**src/rtl/uart_host_ctrl_if.sv**
```systemverilog
// Signal bundle between uart_host_ctrl and its surroundings: the user
// transmit/receive streams on one side and the UART core's chip-select
// register port on the other. The controller uses the master modport; the
// fabric/core side uses the slave modport.
interface uart_host_ctrl_if;
  // User transmit stream
  logic [7:0] tx_data;
  logic       tx_valid;
  logic       tx_ready;
  // User receive stream
  logic [7:0] rx_data;
  logic       rx_perr;
  logic       rx_ferr;
  logic       rx_valid;
  logic       rx_ready;
  // UART core register port
  logic       CSN;
  logic       WEN;
  logic       OEN;
  logic [7:0] DATA_IN;
  logic [7:0] DATA_OUT;
  logic       TXRDY;
  logic       RXRDY;
  logic       PARITY_ERR;
  logic       FRAMING_ERR;
  logic       OVERFLOW;

  modport master (
    input  tx_data, tx_valid, rx_ready,
    input  DATA_OUT, TXRDY, RXRDY, PARITY_ERR, FRAMING_ERR, OVERFLOW,
    output tx_ready, rx_data, rx_perr, rx_ferr, rx_valid,
    output CSN, WEN, OEN, DATA_IN
  );

  modport slave (
    output tx_data, tx_valid, rx_ready,
    output DATA_OUT, TXRDY, RXRDY, PARITY_ERR, FRAMING_ERR, OVERFLOW,
    input  tx_ready, rx_data, rx_perr, rx_ferr, rx_valid,
    input  CSN, WEN, OEN, DATA_IN
  );
endinterface

```
**src/rtl/uart_host_ctrl.sv**
```systemverilog
// Bus-side initiator for the UART core. Turns a user transmit stream into
// one-cycle write strobes, polls RXRDY to issue one-cycle read strobes, and
// presents each received byte with its error flags on a user receive stream.
// After every strobe the core status is ignored for HOLDOFF cycles so a
// stale TXRDY/RXRDY cannot trigger a second access. Also keeps a saturating
// count of core OVERFLOW events.
module uart_host_ctrl #(
  parameter int HOLDOFF   = 2,  // 1..15
  parameter int OVF_CNT_W = 8
) (
  input  logic                 CLK,
  input  logic                 RESET_N,
  uart_host_ctrl_if.master     bus,
  output logic [OVF_CNT_W-1:0] ovf_count
);

  typedef enum logic [1:0] {IDLE, WR, RD, HOLD} state_t;
  typedef enum logic {GRANT_RD = 1'b0, GRANT_WR = 1'b1} grant_t;

  localparam logic [3:0] HOLD_LOAD = 4'(HOLDOFF - 1);

  state_t                 state_q;
  grant_t                 last_grant_q;
  logic [3:0]             hold_cnt_q;
  logic                   csn_q, wen_q, oen_q;
  logic [7:0]             data_in_q;
  logic [7:0]             rx_data_q;
  logic                   rx_perr_q, rx_ferr_q, rx_valid_q;
  logic                   ovf_sync_q, ovf_prev_q;
  logic [OVF_CNT_W-1:0]   ovf_cnt_q, ovf_cnt_d;

  logic                   rd_req, wr_req, rd_grant, wr_grant, rx_consume;

  // Request qualification and round-robin arbitration, only meaningful in IDLE.
  always_comb begin
    // NOTE: every output of this block gets a default first so that no path
    // leaves a value unassigned, which would infer a latch.
    rd_grant   = 1'b0;
    wr_grant   = 1'b0;
    rx_consume = rx_valid_q & bus.rx_ready;
    // A slot being consumed this cycle counts as free.
    rd_req     = bus.RXRDY & (~rx_valid_q | bus.rx_ready);
    wr_req     = bus.tx_valid & bus.TXRDY;
    if (RESET_N && state_q == IDLE) begin
      if (rd_req && wr_req) begin
        wr_grant = (last_grant_q == GRANT_RD);
        rd_grant = ~wr_grant;
      end else begin
        rd_grant = rd_req;
        wr_grant = wr_req;
      end
    end
  end

  // Access sequencer: one-cycle strobe, then HOLDOFF cycles of settling.
  always_ff @(posedge CLK or negedge RESET_N) begin
    // NOTE: state registers use non-blocking assignments so every register
    // samples the pre-edge values, independent of statement order.
    if (!RESET_N) begin
      state_q      <= IDLE;
      last_grant_q <= GRANT_RD;
      hold_cnt_q   <= 4'd0;
      csn_q        <= 1'b1;
      wen_q        <= 1'b1;
      oen_q        <= 1'b1;
      data_in_q    <= 8'h00;
    end else begin
      case (state_q)
        IDLE: begin
          if (wr_grant) begin
            data_in_q <= bus.tx_data;
            csn_q     <= 1'b0;
            wen_q     <= 1'b0;
            state_q   <= WR;
          end else if (rd_grant) begin
            csn_q   <= 1'b0;
            oen_q   <= 1'b0;
            state_q <= RD;
          end
        end
        WR: begin
          csn_q        <= 1'b1;
          wen_q        <= 1'b1;
          last_grant_q <= GRANT_WR;
          hold_cnt_q   <= HOLD_LOAD;
          state_q      <= HOLD;
        end
        RD: begin
          csn_q        <= 1'b1;
          oen_q        <= 1'b1;
          last_grant_q <= GRANT_RD;
          hold_cnt_q   <= HOLD_LOAD;
          state_q      <= HOLD;
        end
        HOLD: begin
          if (hold_cnt_q == 4'd0) state_q <= IDLE;
          else                    hold_cnt_q <= hold_cnt_q - 4'd1;
        end
        default: state_q <= IDLE;
      endcase
    end
  end

  // Receive holding register: capture at the end of the read strobe; a
  // capture wins over a simultaneous consume.
  always_ff @(posedge CLK or negedge RESET_N) begin
    if (!RESET_N) begin
      rx_data_q  <= 8'h00;
      rx_perr_q  <= 1'b0;
      rx_ferr_q  <= 1'b0;
      rx_valid_q <= 1'b0;
    end else if (state_q == RD) begin
      rx_data_q  <= bus.DATA_OUT;
      rx_perr_q  <= bus.PARITY_ERR;
      rx_ferr_q  <= bus.FRAMING_ERR;
      rx_valid_q <= 1'b1;
    end else if (rx_consume) begin
      rx_valid_q <= 1'b0;
    end
  end

  // Saturating increment on a registered 0->1 edge of OVERFLOW.
  always_comb begin
    ovf_cnt_d = ovf_cnt_q;
    if (ovf_sync_q && !ovf_prev_q && ovf_cnt_q != '1)
      ovf_cnt_d = ovf_cnt_q + OVF_CNT_W'(1);
  end

  // Overflow edge history and event counter.
  always_ff @(posedge CLK or negedge RESET_N) begin
    if (!RESET_N) begin
      ovf_sync_q <= 1'b0;
      ovf_prev_q <= 1'b0;
      ovf_cnt_q  <= '0;
    end else begin
      ovf_sync_q <= bus.OVERFLOW;
      ovf_prev_q <= ovf_sync_q;
      ovf_cnt_q  <= ovf_cnt_d;
    end
  end

  assign bus.tx_ready = wr_grant;
  assign bus.rx_data  = rx_data_q;
  assign bus.rx_perr  = rx_perr_q;
  assign bus.rx_ferr  = rx_ferr_q;
  assign bus.rx_valid = rx_valid_q;
  assign bus.CSN      = csn_q;
  assign bus.WEN      = wen_q;
  assign bus.OEN      = oen_q;
  assign bus.DATA_IN  = data_in_q;
  assign ovf_count    = ovf_cnt_q;

endmodule

```
**src/flat_wrapper.sv**
```systemverilog
// flat-port wrapper written by rule: the top's interface ports become plain ports
module uart_host_ctrl_flat 
#(
  parameter int HOLDOFF   = 2,          
  parameter int OVF_CNT_W = 8
)
  (CLK, RESET_N, ovf_count, bus_tx_data, bus_tx_valid, bus_rx_ready, bus_DATA_OUT, bus_TXRDY, bus_RXRDY, bus_PARITY_ERR, bus_FRAMING_ERR, bus_OVERFLOW, bus_tx_ready, bus_rx_data, bus_rx_perr, bus_rx_ferr, bus_rx_valid, bus_CSN, bus_WEN, bus_OEN, bus_DATA_IN);
  uart_host_ctrl_if bus_i ();
  input  logic CLK;
  input  logic RESET_N;
  output logic [OVF_CNT_W-1:0] ovf_count;
  input wire logic [$bits(bus_i.tx_data)-1:0] bus_tx_data;
  input wire logic [$bits(bus_i.tx_valid)-1:0] bus_tx_valid;
  input wire logic [$bits(bus_i.rx_ready)-1:0] bus_rx_ready;
  input wire logic [$bits(bus_i.DATA_OUT)-1:0] bus_DATA_OUT;
  input wire logic [$bits(bus_i.TXRDY)-1:0] bus_TXRDY;
  input wire logic [$bits(bus_i.RXRDY)-1:0] bus_RXRDY;
  input wire logic [$bits(bus_i.PARITY_ERR)-1:0] bus_PARITY_ERR;
  input wire logic [$bits(bus_i.FRAMING_ERR)-1:0] bus_FRAMING_ERR;
  input wire logic [$bits(bus_i.OVERFLOW)-1:0] bus_OVERFLOW;
  output wire logic [$bits(bus_i.tx_ready)-1:0] bus_tx_ready;
  output wire logic [$bits(bus_i.rx_data)-1:0] bus_rx_data;
  output wire logic [$bits(bus_i.rx_perr)-1:0] bus_rx_perr;
  output wire logic [$bits(bus_i.rx_ferr)-1:0] bus_rx_ferr;
  output wire logic [$bits(bus_i.rx_valid)-1:0] bus_rx_valid;
  output wire logic [$bits(bus_i.CSN)-1:0] bus_CSN;
  output wire logic [$bits(bus_i.WEN)-1:0] bus_WEN;
  output wire logic [$bits(bus_i.OEN)-1:0] bus_OEN;
  output wire logic [$bits(bus_i.DATA_IN)-1:0] bus_DATA_IN;
  assign bus_i.tx_data = bus_tx_data;
  assign bus_i.tx_valid = bus_tx_valid;
  assign bus_i.rx_ready = bus_rx_ready;
  assign bus_i.DATA_OUT = bus_DATA_OUT;
  assign bus_i.TXRDY = bus_TXRDY;
  assign bus_i.RXRDY = bus_RXRDY;
  assign bus_i.PARITY_ERR = bus_PARITY_ERR;
  assign bus_i.FRAMING_ERR = bus_FRAMING_ERR;
  assign bus_i.OVERFLOW = bus_OVERFLOW;
  assign bus_tx_ready = bus_i.tx_ready;
  assign bus_rx_data = bus_i.rx_data;
  assign bus_rx_perr = bus_i.rx_perr;
  assign bus_rx_ferr = bus_i.rx_ferr;
  assign bus_rx_valid = bus_i.rx_valid;
  assign bus_CSN = bus_i.CSN;
  assign bus_WEN = bus_i.WEN;
  assign bus_OEN = bus_i.OEN;
  assign bus_DATA_IN = bus_i.DATA_IN;
  uart_host_ctrl #(.HOLDOFF(HOLDOFF), .OVF_CNT_W(OVF_CNT_W)) u_core (.CLK(CLK), .RESET_N(RESET_N), .bus(bus_i), .ovf_count(ovf_count));
endmodule
```
**config.mk**
```make
export PLATFORM = sky130hd
export DESIGN_NAME = uart_host_ctrl_flat
export DESIGN_NICKNAME = d
export VERILOG_FILES = /design/src/rtl/uart_host_ctrl_if.sv /design/src/rtl/uart_host_ctrl.sv /design/src/flat_wrapper.sv
export SDC_FILE = /design/constraint.sdc
export NUM_CORES = 1
export LEC_CHECK = 0
export BUFFER_PORTS_ARGS = -buffer_cell sky130_fd_sc_hd__clkbuf_2
export CORE_UTILIZATION = 40
export CTS_BUF_LIST = sky130_fd_sc_hd__clkbuf_4 sky130_fd_sc_hd__clkbuf_8 sky130_fd_sc_hd__clkbuf_16
export DETAILED_ROUTE_END_ITERATION = 8
export PLACE_DENSITY = 0.65
export SLEW_MARGIN = 20
export SYNTH_ARGS = -nofsm -noshare
export SYNTH_HDL_FRONTEND = slang
export SYNTH_SLANG_ARGS = --single-unit
```
**constraint.sdc**
```tcl
create_clock -name CLK -period 4.1 [get_ports CLK]
set_input_delay 1.025 -clock CLK [delete_from_list [all_inputs] [get_ports CLK]]
set_output_delay 1.025 -clock CLK [all_outputs]
set_load 0.005 [all_outputs]
```
After elaboration in Yosys (flattened, before gate mapping):

Cells that the tools add are included.
Widths: inputs -> output; s select.

* reduce and logical (&&, ||, !) cells: 20
* eq/ne operators: 10
* add/sub/neg operators: 2
* bitwise operators: 6
* mux-type cells: 20

Operators with widths (number)
* $reduce_bool 2->1: 6
* $mux 1: 10
* $reduce_and 2->1: 5
* $add 8x1->8 const B: 1
* $ne 8x8->1 const B: 1
* $pmux 1 s2: 4
* $pmux 4 s2: 1
* $mux 2: 3
* $ne 2x2->1 const B: 3
* $pmux 2 s3: 1
* $eq 2x2->1 const B: 2
* $logic_and 1x1->1: 4
* $logic_not 4->1: 1
* $mux 4: 1
* $ne 2x1->1 const B: 2
* $sub 4x1->4 const B: 1
* $and 1x1->1: 3
* $ne 3x2->1 const B: 1
* $reduce_and 3->1: 1
* $eq 2x1->1 const B: 1
* $logic_not 2->1: 1
* $not 1->1: 2
* $reduce_or 2->1: 1
* $logic_not 1->1: 1
* $or 1x1->1: 1

* register bits: 39
* output and inout port bits: 31
* word-level logic and storage cells: 72
* input port bits: 25

Depth between registers and ports, before layout:

* depth in word-level cells: 9
* depth in mapped cells: 7
* mapped depth without buffers: 6

Worst setup path before layout:

Ideal clock, no wire load.

* path kind: input -> output
* start point: input port bus_rx_ready
* end point: output port bus_tx_ready
* slack: 1348 ps
* path buffers: 1
* data required time: 3075 ps
* stages: 3
* arrival: 1727 ps
* cell sequence: nand2b_4 -> a311oi_4 -> buf_6

* longest elaborated chain between the ends: 5

RTL lines
* from (decl): RTL line flat_wrapper.sv:14 `input wire logic [$bits(bus_i.rx_ready)-1:0] bus_rx_ready;`
* $or 1x1->1: RTL line uart_host_ctrl.sv:42 `rd_req = bus.RXRDY & (~rx_valid_q | bus.rx_ready);`
* $and 1x1->1: RTL line uart_host_ctrl.sv:42
* $logic_and 1x1->1: RTL line uart_host_ctrl.sv:45 `if (rd_req && wr_req) begin`
* $mux 1: RTL line uart_host_ctrl.sv:45
* $mux 1: RTL line uart_host_ctrl.sv:44 `if (RESET_N && state_q == IDLE) begin`
* to (decl): RTL line flat_wrapper.sv:21 `output wire logic [$bits(bus_i.tx_ready)-1:0] bus_tx_ready;`

No other way between the ends.

Worst setup path after layout:

Same ends and word-level chain as after synthesis.

==> out/metrics.yaml <==
power_and_ir_drop:
  ir_drop_mv: 0.362
  powerDensity_nw_per_um2: 729
  leakagePower_nw: 1.07
  design_power_total_mw: 1.60
place:
  gp_congestion: 0.743
  hpwl_mm: 2.58
  port_buffers: 55
cts:
  insertion_delay_ps: 290
  tritoncts: "built"
  cts.sinks: 39
  cts_root_buffer: "clkbuf_8"
  cts.path.max_buffers: 2
  cts_buffers: 5
  ctsResizeCount: 0
  clkTransAtPathRegs_ps: 80
  hold_buffers: 0
  htree_levels: 2
  post_cts_buffers: 0
timing:
  fmax_mhz: 363
  min_period_ps: 2760
  final_hold_viol_count: 0
  finalCritPeriodShare_pct: 67.2
  tightest_slew_ps: 535
  clock-skew-final_ps: 9.55
  slew_headroom_pct: 64.3
  slew_viol_final: 0
  grt_setup_unrepaired: "no"
  tns_ps: 0
  setup_viol: 0
die:
  core-area_um2: 4120
  initial_core_util_pct: 42.9
  die-area_um2: 4690
  die_h_um: 68.5
  num_rows: 23
  die_w_um: 68.5
  ioPinCount: 56
detailed_routing:
  dr_total_vias: 1280
  drcViolationCount: 0
  wl_per_cell_um: 13.6
  wl_mm: 3.39
  avgViaCountPerCell: 5.14
  drt.antenna.violating_nets: 0
  drt_first_pass_iters: 4
  drtIter0Drc: 28
synth:
  async_flop_share_pct: 100
  yosys_register_bits: 39
  synth_edf_count: 0
  synthFlopType: "dfrtp_1"
  netlist_area_um2: 1770
  synth_cell_types: 32
  synthCells: 137
  yosysWarnings: 0
  yosysSeqAreaShare_pct: 55.5
  syn_avg_cell_area_um2: 12.9
  syn_nets: 170
layout:
  drive_gt1_share_pct: 45.7
  diodes: 0
  area_growth_pct: 24.1
  fin_nets: 232
run:
  max-cap-violations: 0
critical_path:
  path_class: "input pin to output pin"
  cp_max_fo: 4
  r2r-end: "u_core.bus.DATA_IN[6]$_DFFE_PN0P_"
  r2r.worst_path.cells: 6
  startpoint: "bus_rx_ready"
  critPathArrivalTime_ps: 1730
  setup.worst_path.start_class: "input pin"
  endpoint: "bus_tx_ready"
  r2r_start: "u_core.state_q[0]$_DFFE_PN0P_"
  r2r_slack_ps: 2130
  worst_ep_required_time_ps: 3070
  endpoint_kind: "output pin"
global_routing:
  grt_max_degree: 42
  grt_pass1_wl_mm: 5.59
  grt_remaining_overflow: 0
  gr-usage-all-layers_pct: 16.6
  antenna_found_initial: 0
  grt_pass1_vias: 1328
worst_hold_path:
  hold_path_depth: 0
  hold_path.class: "register to register"
status:
  status: "complete, no violations"
## through the flow
step | instances | area (um^2) | hold slack, ps | util [%] | worst slack [ps]
2_1_floorplan | 137 | 1770 | 355 | - | 1350
3_3_place_gp | 242 | 2100 | 362 | 51.1 | 1340
3_5_place_dp | 242 | 2100 | 371 | 51.1 | 1330
4_1_cts | 249 | 2190 | 397 | 53.3 | 1330
5_1_grt | 249 | 2190 | 406 | 53.3 | 1280
6_report | 249 | 2190 | 397 | 53.3 | 1340
## synthesized netlist by cell type (4+ instances only)
master,n,area share [%]
dfrtp_1,36,51
mux2_2,21,13
inv_1,10,2.1
ha_1,8,5.7
nand2_1,7,1.5
nor2_1,6,1.3
a21oi_1,5,1.4
xnor2_1,5,2.5
nand3_1,4,1.1
## state kept, by name (all words and copies together) (netlist names)
| register | cells |
|---|---|
| u_core.last_grant_q | 1 |
| u_core.hold_cnt_q | 4 |
| u_core.bus.OEN | 1 |
| u_core.bus.WEN | 1 |
| u_core.ovf_sync_q | 1 |
| u_core.bus.DATA_IN | 8 |
| u_core.bus.rx_valid | 1 |
| u_core.bus.rx_perr | 1 |
| u_core.state_q | 2 |
| u_core.ovf_prev_q | 1 |
| u_core.bus.rx_data | 8 |
| u_core.bus.CSN | 1 |
| u_core.ovf_count | 8 |
| u_core.bus.rx_ferr | 1 |
## where the power goes
part | internal, mW | leakage (nW) | switching, mW
combinational | 0.340 | 0.551 | 0.304
clock | 0.132 | 0.0470 | 0.128
sequential | 0.566 | 0.471 | 0.129
total | 1.04 | 1.07 | 0.560
## area by class of cell
type | instances | area, um^2
multi-input combinational | 86 | 734
fill | 371 | 1920
tap | 50 | 62.6
sequential | 39 | 980
clock inverter | 1 | 5.00
clock buffer | 6 | 82.6
timing repair buffer | 57 | 290
inverter | 10 | 37.5
## critical path, cell delays in order
cell and delay (ps):
clkbuf_2 80, nand2b_4 150, a311oi_4 310, clkbuf_2 160
## cell families after synthesis
family / share of synthesized area [%]
and+or+nand+nor: 9.07
muxes: 14.5
buffers and inverters: 2.97
AOI/OAI and AO/OA: 9.35
xor gates and xnor gates: 2.97
adders and majority gates: 5.67
DFF: 55.5
## cells in the final DEF, fill, tap and decap left out, drive strengths merged, types with 2 or more instances in the layout
| cell | n |
|---|---|
| a211oi | 2 |
| nand2b | 2 |
| a21o | 3 |
| clkbuf | 61 |
| dfstp | 3 |
| mux2i | 2 |
| nand3 | 4 |
| buf | 2 |
| dfrtp | 36 |
| o21ai | 3 |
| nor2 | 6 |
| a21oi | 5 |
| mux2 | 21 |
| inv | 10 |
| ha | 8 |
| xnor2 | 5 |
| nand2 | 7 |
| a311oi | 3 |
| nor3 | 2 |
| nand4 | 3 |
## routing by layer
layer	track usage, %	wire length [um]	share of wire (%)	vias to the layer above
met1	18.5	1450	43	621
met4	6.51	46	1.4	0
li1	-	-	-	601
met5	0	0	0	-
met3	6.00	203	6.0	6
met2	28.7	1680	50	52
## how the worst min path moves through the flow
stage                                 from                           to  slack [ps]
3_3_place_gp   u_core.ovf_sync_q$_DFF_PN0_  u_core.ovf_prev_q$_DFF_PN0_         360
5_1_grt        u_core.ovf_sync_q$_DFF_PN0_  u_core.ovf_prev_q$_DFF_PN0_         410
4_1_cts        u_core.ovf_sync_q$_DFF_PN0_  u_core.ovf_prev_q$_DFF_PN0_         400
2_1_floorplan  u_core.ovf_sync_q$_DFF_PN0_  u_core.ovf_prev_q$_DFF_PN0_         350
6_report       u_core.ovf_sync_q$_DFF_PN0_  u_core.ovf_prev_q$_DFF_PN0_         400
3_5_place_dp   u_core.ovf_sync_q$_DFF_PN0_  u_core.ovf_prev_q$_DFF_PN0_         370
No activity file was read; power rests on OpenSTA's default activity.
